### src/rtl/tff_sync_up_counter_pkg.sv
// Shared constants and next-count arithmetic for the T flip-flop counter family.
// Optional feature macro used by the counters: UP_COUNTER_OVF_STICKY_EN.
package tff_sync_up_counter_pkg;

    localparam int CNT_WIDTH_DEF = 4;
    localparam int CNT_MOD_DEF   = 16;

    // Next value of an up count modulo `modulus`, wrapping modulus-1 -> 0.
    function automatic logic [31:0] cnt_next_mod(input logic [31:0] cur, input logic [31:0] modulus);
        logic [31:0] nxt;
        if (cur == modulus - 32'd1) begin
            nxt = 32'd0;
        end else begin
            nxt = cur + 32'd1;
        end
        return nxt;
    endfunction

    // Clamp a parallel-load value: values outside the modulus range load as zero.
    function automatic logic [31:0] cnt_load_val(input logic [31:0] val, input logic [31:0] modulus);
        logic [31:0] res;
        if (val < modulus) begin
            res = val;
        end else begin
            res = 32'd0;
        end
        return res;
    endfunction

endpackage

### src/rtl/tff_sync_up_counter_tff_cell.sv
// Single T flip-flop with synchronous active-high reset; toggles on rising CLK when T=1.
module tff_cell (
    input  logic CLK,
    input  logic RESET,
    input  logic T,
    output logic Q
);

    logic q_q;
    logic q_d;

    always_comb begin
        if (T) begin
            q_d = ~q_q;
        end else begin
            q_d = q_q;
        end
    end

    always_ff @(posedge CLK) begin
        if (RESET) begin
            q_q <= 1'b0;
        end else begin
            q_q <= q_d;
        end
    end

    assign Q = q_q;

endmodule

### src/rtl/tff_sync_up_counter.sv
// Synchronous modulo-MODULUS up counter built from WIDTH T flip-flop cells.
// Define UP_COUNTER_OVF_STICKY_EN to add the sticky OVF flag and its CLR_OVF input.
module tff_sync_up_counter
    import tff_sync_up_counter_pkg::*;
#(
    parameter int WIDTH   = CNT_WIDTH_DEF,
    parameter int MODULUS = CNT_MOD_DEF
) (
    input  logic             CLK,
    input  logic             RESET,
    input  logic             T,
    input  logic             LOAD,
    input  logic [WIDTH-1:0] D,
    output logic [WIDTH-1:0] Q,
    output logic             TC,
`ifdef UP_COUNTER_OVF_STICKY_EN
    input  logic             CLR_OVF,
    output logic             OVF,
`endif
    output logic             CARRY
);

    localparam logic [WIDTH-1:0] MAX_Q = WIDTH'(MODULUS - 1);

    logic [WIDTH-1:0] q_s;
    logic [WIDTH-1:0] next_q_s;
    logic [WIDTH-1:0] toggle_s;
    logic             wrap_s;
    logic             carry_q;
    logic             carry_d;

    // Next-count selection: LOAD beats T beats hold; reset is applied inside the cells.
    always_comb begin
        next_q_s = q_s;
        wrap_s   = 1'b0;
        if (LOAD) begin
            next_q_s = WIDTH'(cnt_load_val(32'(D), 32'(MODULUS)));
        end else if (T) begin
            wrap_s   = (q_s == MAX_Q);
            next_q_s = WIDTH'(cnt_next_mod(32'(q_s), 32'(MODULUS)));
        end else begin
            next_q_s = q_s;
        end
        carry_d = wrap_s;
    end

    // A bit toggles exactly where the current and next counts differ.
    assign toggle_s = q_s ^ next_q_s;

    genvar gi;
    generate
        for (gi = 0; gi < WIDTH; gi++) begin : g_cell
            tff_cell u_cell (
                .CLK  (CLK),
                .RESET(RESET),
                .T    (toggle_s[gi]),
                .Q    (q_s[gi])
            );
        end
    endgenerate

    // Wrap pulse, visible in the cycle the count returns to zero.
    always_ff @(posedge CLK) begin
        if (RESET) begin
            carry_q <= 1'b0;
        end else begin
            carry_q <= carry_d;
        end
    end

`ifdef UP_COUNTER_OVF_STICKY_EN
    logic ovf_q;
    logic ovf_d;

    // Sticky overflow: a wrap sets it and takes precedence over a same-cycle clear.
    always_comb begin
        if (wrap_s) begin
            ovf_d = 1'b1;
        end else if (CLR_OVF) begin
            ovf_d = 1'b0;
        end else begin
            ovf_d = ovf_q;
        end
    end

    // Overflow flag register.
    always_ff @(posedge CLK) begin
        if (RESET) begin
            ovf_q <= 1'b0;
        end else begin
            ovf_q <= ovf_d;
        end
    end

    assign OVF = ovf_q;
`endif

    assign Q     = q_s;
    assign CARRY = carry_q;
    assign TC    = T && (q_s == MAX_Q);

endmodule

### config.mk
export PLATFORM = sky130hd
export DESIGN_NAME = tff_sync_up_counter
export DESIGN_NICKNAME = d
export VERILOG_FILES = /design/src/rtl/tff_sync_up_counter_pkg.sv /design/src/rtl/tff_sync_up_counter_tff_cell.sv /design/src/rtl/tff_sync_up_counter.sv
export SDC_FILE = /design/constraint.sdc
export NUM_CORES = 1
export LEC_CHECK = 0
export CAP_MARGIN = 20
export CORE_AREA = 10 10 47 49
export DETAILED_ROUTE_END_ITERATION = 16
export DIE_AREA = 0 0 57 59
export SKIP_CTS_REPAIR_TIMING = 1
export SYNTH_ARGS = -nofsm -noshare
export SYNTH_HDL_FRONTEND = slang
export SYNTH_HIERARCHICAL = 1
export SYNTH_SLANG_ARGS = --single-unit
### constraint.sdc
create_clock -name CLK -period 1.7 [get_ports CLK]
set_input_delay 0.34 -clock CLK [delete_from_list [all_inputs] [get_ports CLK]]
set_output_delay 0.34 -clock CLK [all_outputs]
set_load 0.02 [all_outputs]
==> run metrics, run 1 <==
CP max stage cell=dfxtp_1; Via density=4.32; Final TNS setup=0 ns; routability congestion estimate=0.727; H-tree levels=1; Final Util=between 30% and 40%; Worst Tran Pin Value=~0.23 ns; final setup margin=0.166 ns; initial antenna violation count=0; crit-path max FO=2; DRT Wirelength=823 microns; Leak=0.295 nW; gr usage total=5.85%; pin count of the biggest net entering global routing=7; DR iter-0 viols=4; VDD IR max=0.606 mV; Crit Path Class=register to output pin; Layout Nets=65; global-route wire length before repair=approximately 1500 microns; mux share of post-synthesis cell area=3.25%; Vias=307; Final HPWL DP=671 microns; Core Footprint=0.00140 sq mm; antenna diode count=0; Synth Area in Compound Gates=11.0%; YS warnings=6; die area=0.00336 sq mm; dpl ws=-0.191 ns; # rows=14; Syn Area/Cell=about 9.6 sq um; Final Instance Area=542 sq um; Die W=57 microns; initial core utilization=22.0%; worst relative slew slack=84.4%; mapped cell area=308 sq um; slowest stage delay, CP=0.34 ns; total gr overflow=0; Synth Area in Simple Gates=between 20% and 30%; Yosys reg bits=5; Max Clock Skew=~0.0024 ns; DRC viols=0; crit path cell chain=ha_1 > nand3_1 > nor2_1 > dlymetal6s2s_1; sequential cell area fraction in the yosys report=between 30 and 40%; number of global-route vias before repair=355; most frequent cells in the layout=8 x clkdlybuf4s50_1, 6 x xnor2_1, 6 x buf_4; CP delay by family, top=flip-flops; Worst EP required=1.36 ns; endpoints failing hold=0; Worst-Skew Late Latency=0.24 ns; maximum root-to-sink buffer count=2; CTS tree=done; RSZ-0062 raised after global routing=false; power per cell area=roughly 1100 mW/mm^2; IO buf count=13; post-synthesis adder-cell area fraction=under 10%; max_cap viols=0; fin crit share=90.3%; DIE HEIGHT=59 microns; Sink Count=5; clock buffer count from CTS=3; I/O Pins=14; layout cells sized above 1=20.0%; Hold Crit Class=register to register; Area after DPL=503 sq um; Clk pin slew, worst setup/hold paths=about 0.040 ns; Buffers & Inverters on Critical Path=1; DR WL/cell=approximately 12 microns; most common cell after layout, fill and taps aside=clkdlybuf4s50_1; drt first pass iters=4; Post-Synth XOR/XNOR Area=approximately 26%; largest family of logic cells by synthesized area=XOR/XNOR gates; Yosys cell types=15; Max Clock Freq=around 650 MHz; status=finished, final reports clean; post-synthesis net count=41; Cells after Synth=32; Antenna Nets Post-Route=0; Tmin final=approximately 1.5 ns; # setup viols final=0; Layout Cells excl Fill=71; crit end category=output pin; clk root buf=clkbuf_4; placed cell count=67; Max Transition Viols Final=0; critical path launch point type=register; Syn-to-layout area delta=76.0%; worst path arrival time=1.19 ns
==> metal layers <==
layer,routed length [microns],up-vias,GRT usage [%]
met3,115,0,6.01
met2,359,17,8.53
met1,347,131,5.50
met4,0,0,2.01
met5,0,-,0
li1,-,159,-
==> cell usage after synthesis <==
master	count	area share [%]
xnor2_1	6	17
dfxtp_1	5	33
nor2_1	5	6.1
o2bb2ai_1	3	8.5
xor2_1	3	8.5
a22oi_1	1	2.4
and4b_1	1	3.3
ha_1	1	4.1
inv_1	1	1.2
mux2i_1	1	3.3
nand2_1	1	1.2
nand2b_4	1	4.5
nand3_1	1	1.6
nand3b_1	1	2.4
nor3_2	1	3.3
==> logic make-up (layout without fill, tap and decap cells) <==
kind of cell | after synthesis | count (layout)
buffers and inverters | 1 | 24
adder cells (fa/ha/maj) | 1 | 1
AND/OR/NAND/NOR | 11 | 11
flip-flops | 5 | 5
XOR/XNOR | 9 | 9
AO/OA/AOI/OAI | 4 | 4
multiplexers | 1 | 1
==> area by class of cell <==
cell class	instances	area (sq um)
inverter	1	3.75
fill	160	860
timing repair buffer	19	188
multi-input combinational	26	204
tap	16	20.0
clock buffer	4	26.3
sequential	5	100
==> stage by stage <==
step	total power, W	hold slack, ns
after CTS	0.000611	0.521
after global placement	0.000466	0.508
after floorplan	0.000332	0.410
after detailed placement	0.000468	0.509
final	0.000593	0.512
after global routing	0.000655	0.543
==> worst reg2reg max path, cell delays in order (launching register included) <==
cell	delay, ns
dfxtp_1	0.31
ha_1	0.22
buf_4	0.14
and4b_1	0.19
o2bb2ai_1	0.15
xnor2_1	0.14
nor2_1	0.06
==> where the power goes <==
group	switching [W]	internal, W	leakage [nW]
registers	0.0000146	0.000143	0.0412
logic	0.000138	0.000163	0.238
clock network	0.0000465	0.0000886	0.0150
total	0.000199	0.000395	0.295
==> final timing paths <==
path / end / cells past startpoint / slack [ns] / startpoint
min: CARRY / 2 / 0.51 / g_cell[2].u_cell/Q
max: TC / 4 / 0.17 / g_cell[0].u_cell/Q
max reg2reg: g_cell[0].u_cell/Q / 6 / 0.37 / g_cell[0].u_cell/Q
min reg2reg: CARRY / 2 / 0.51 / g_cell[2].u_cell/Q
==> registers in the layout, indices dropped and copies added, names as in the netlist <==
signal and cells:
CARRY 1, g_cell.u_cell/Q 4
(Power assumes the default switching activity.)
==> run 2: changes to the inputs <==
GPL_TIMING_DRIVEN = 1   (was unset)
==> results of run 2 <==
Final layout, timing and power as in run 1 (identical DEF).
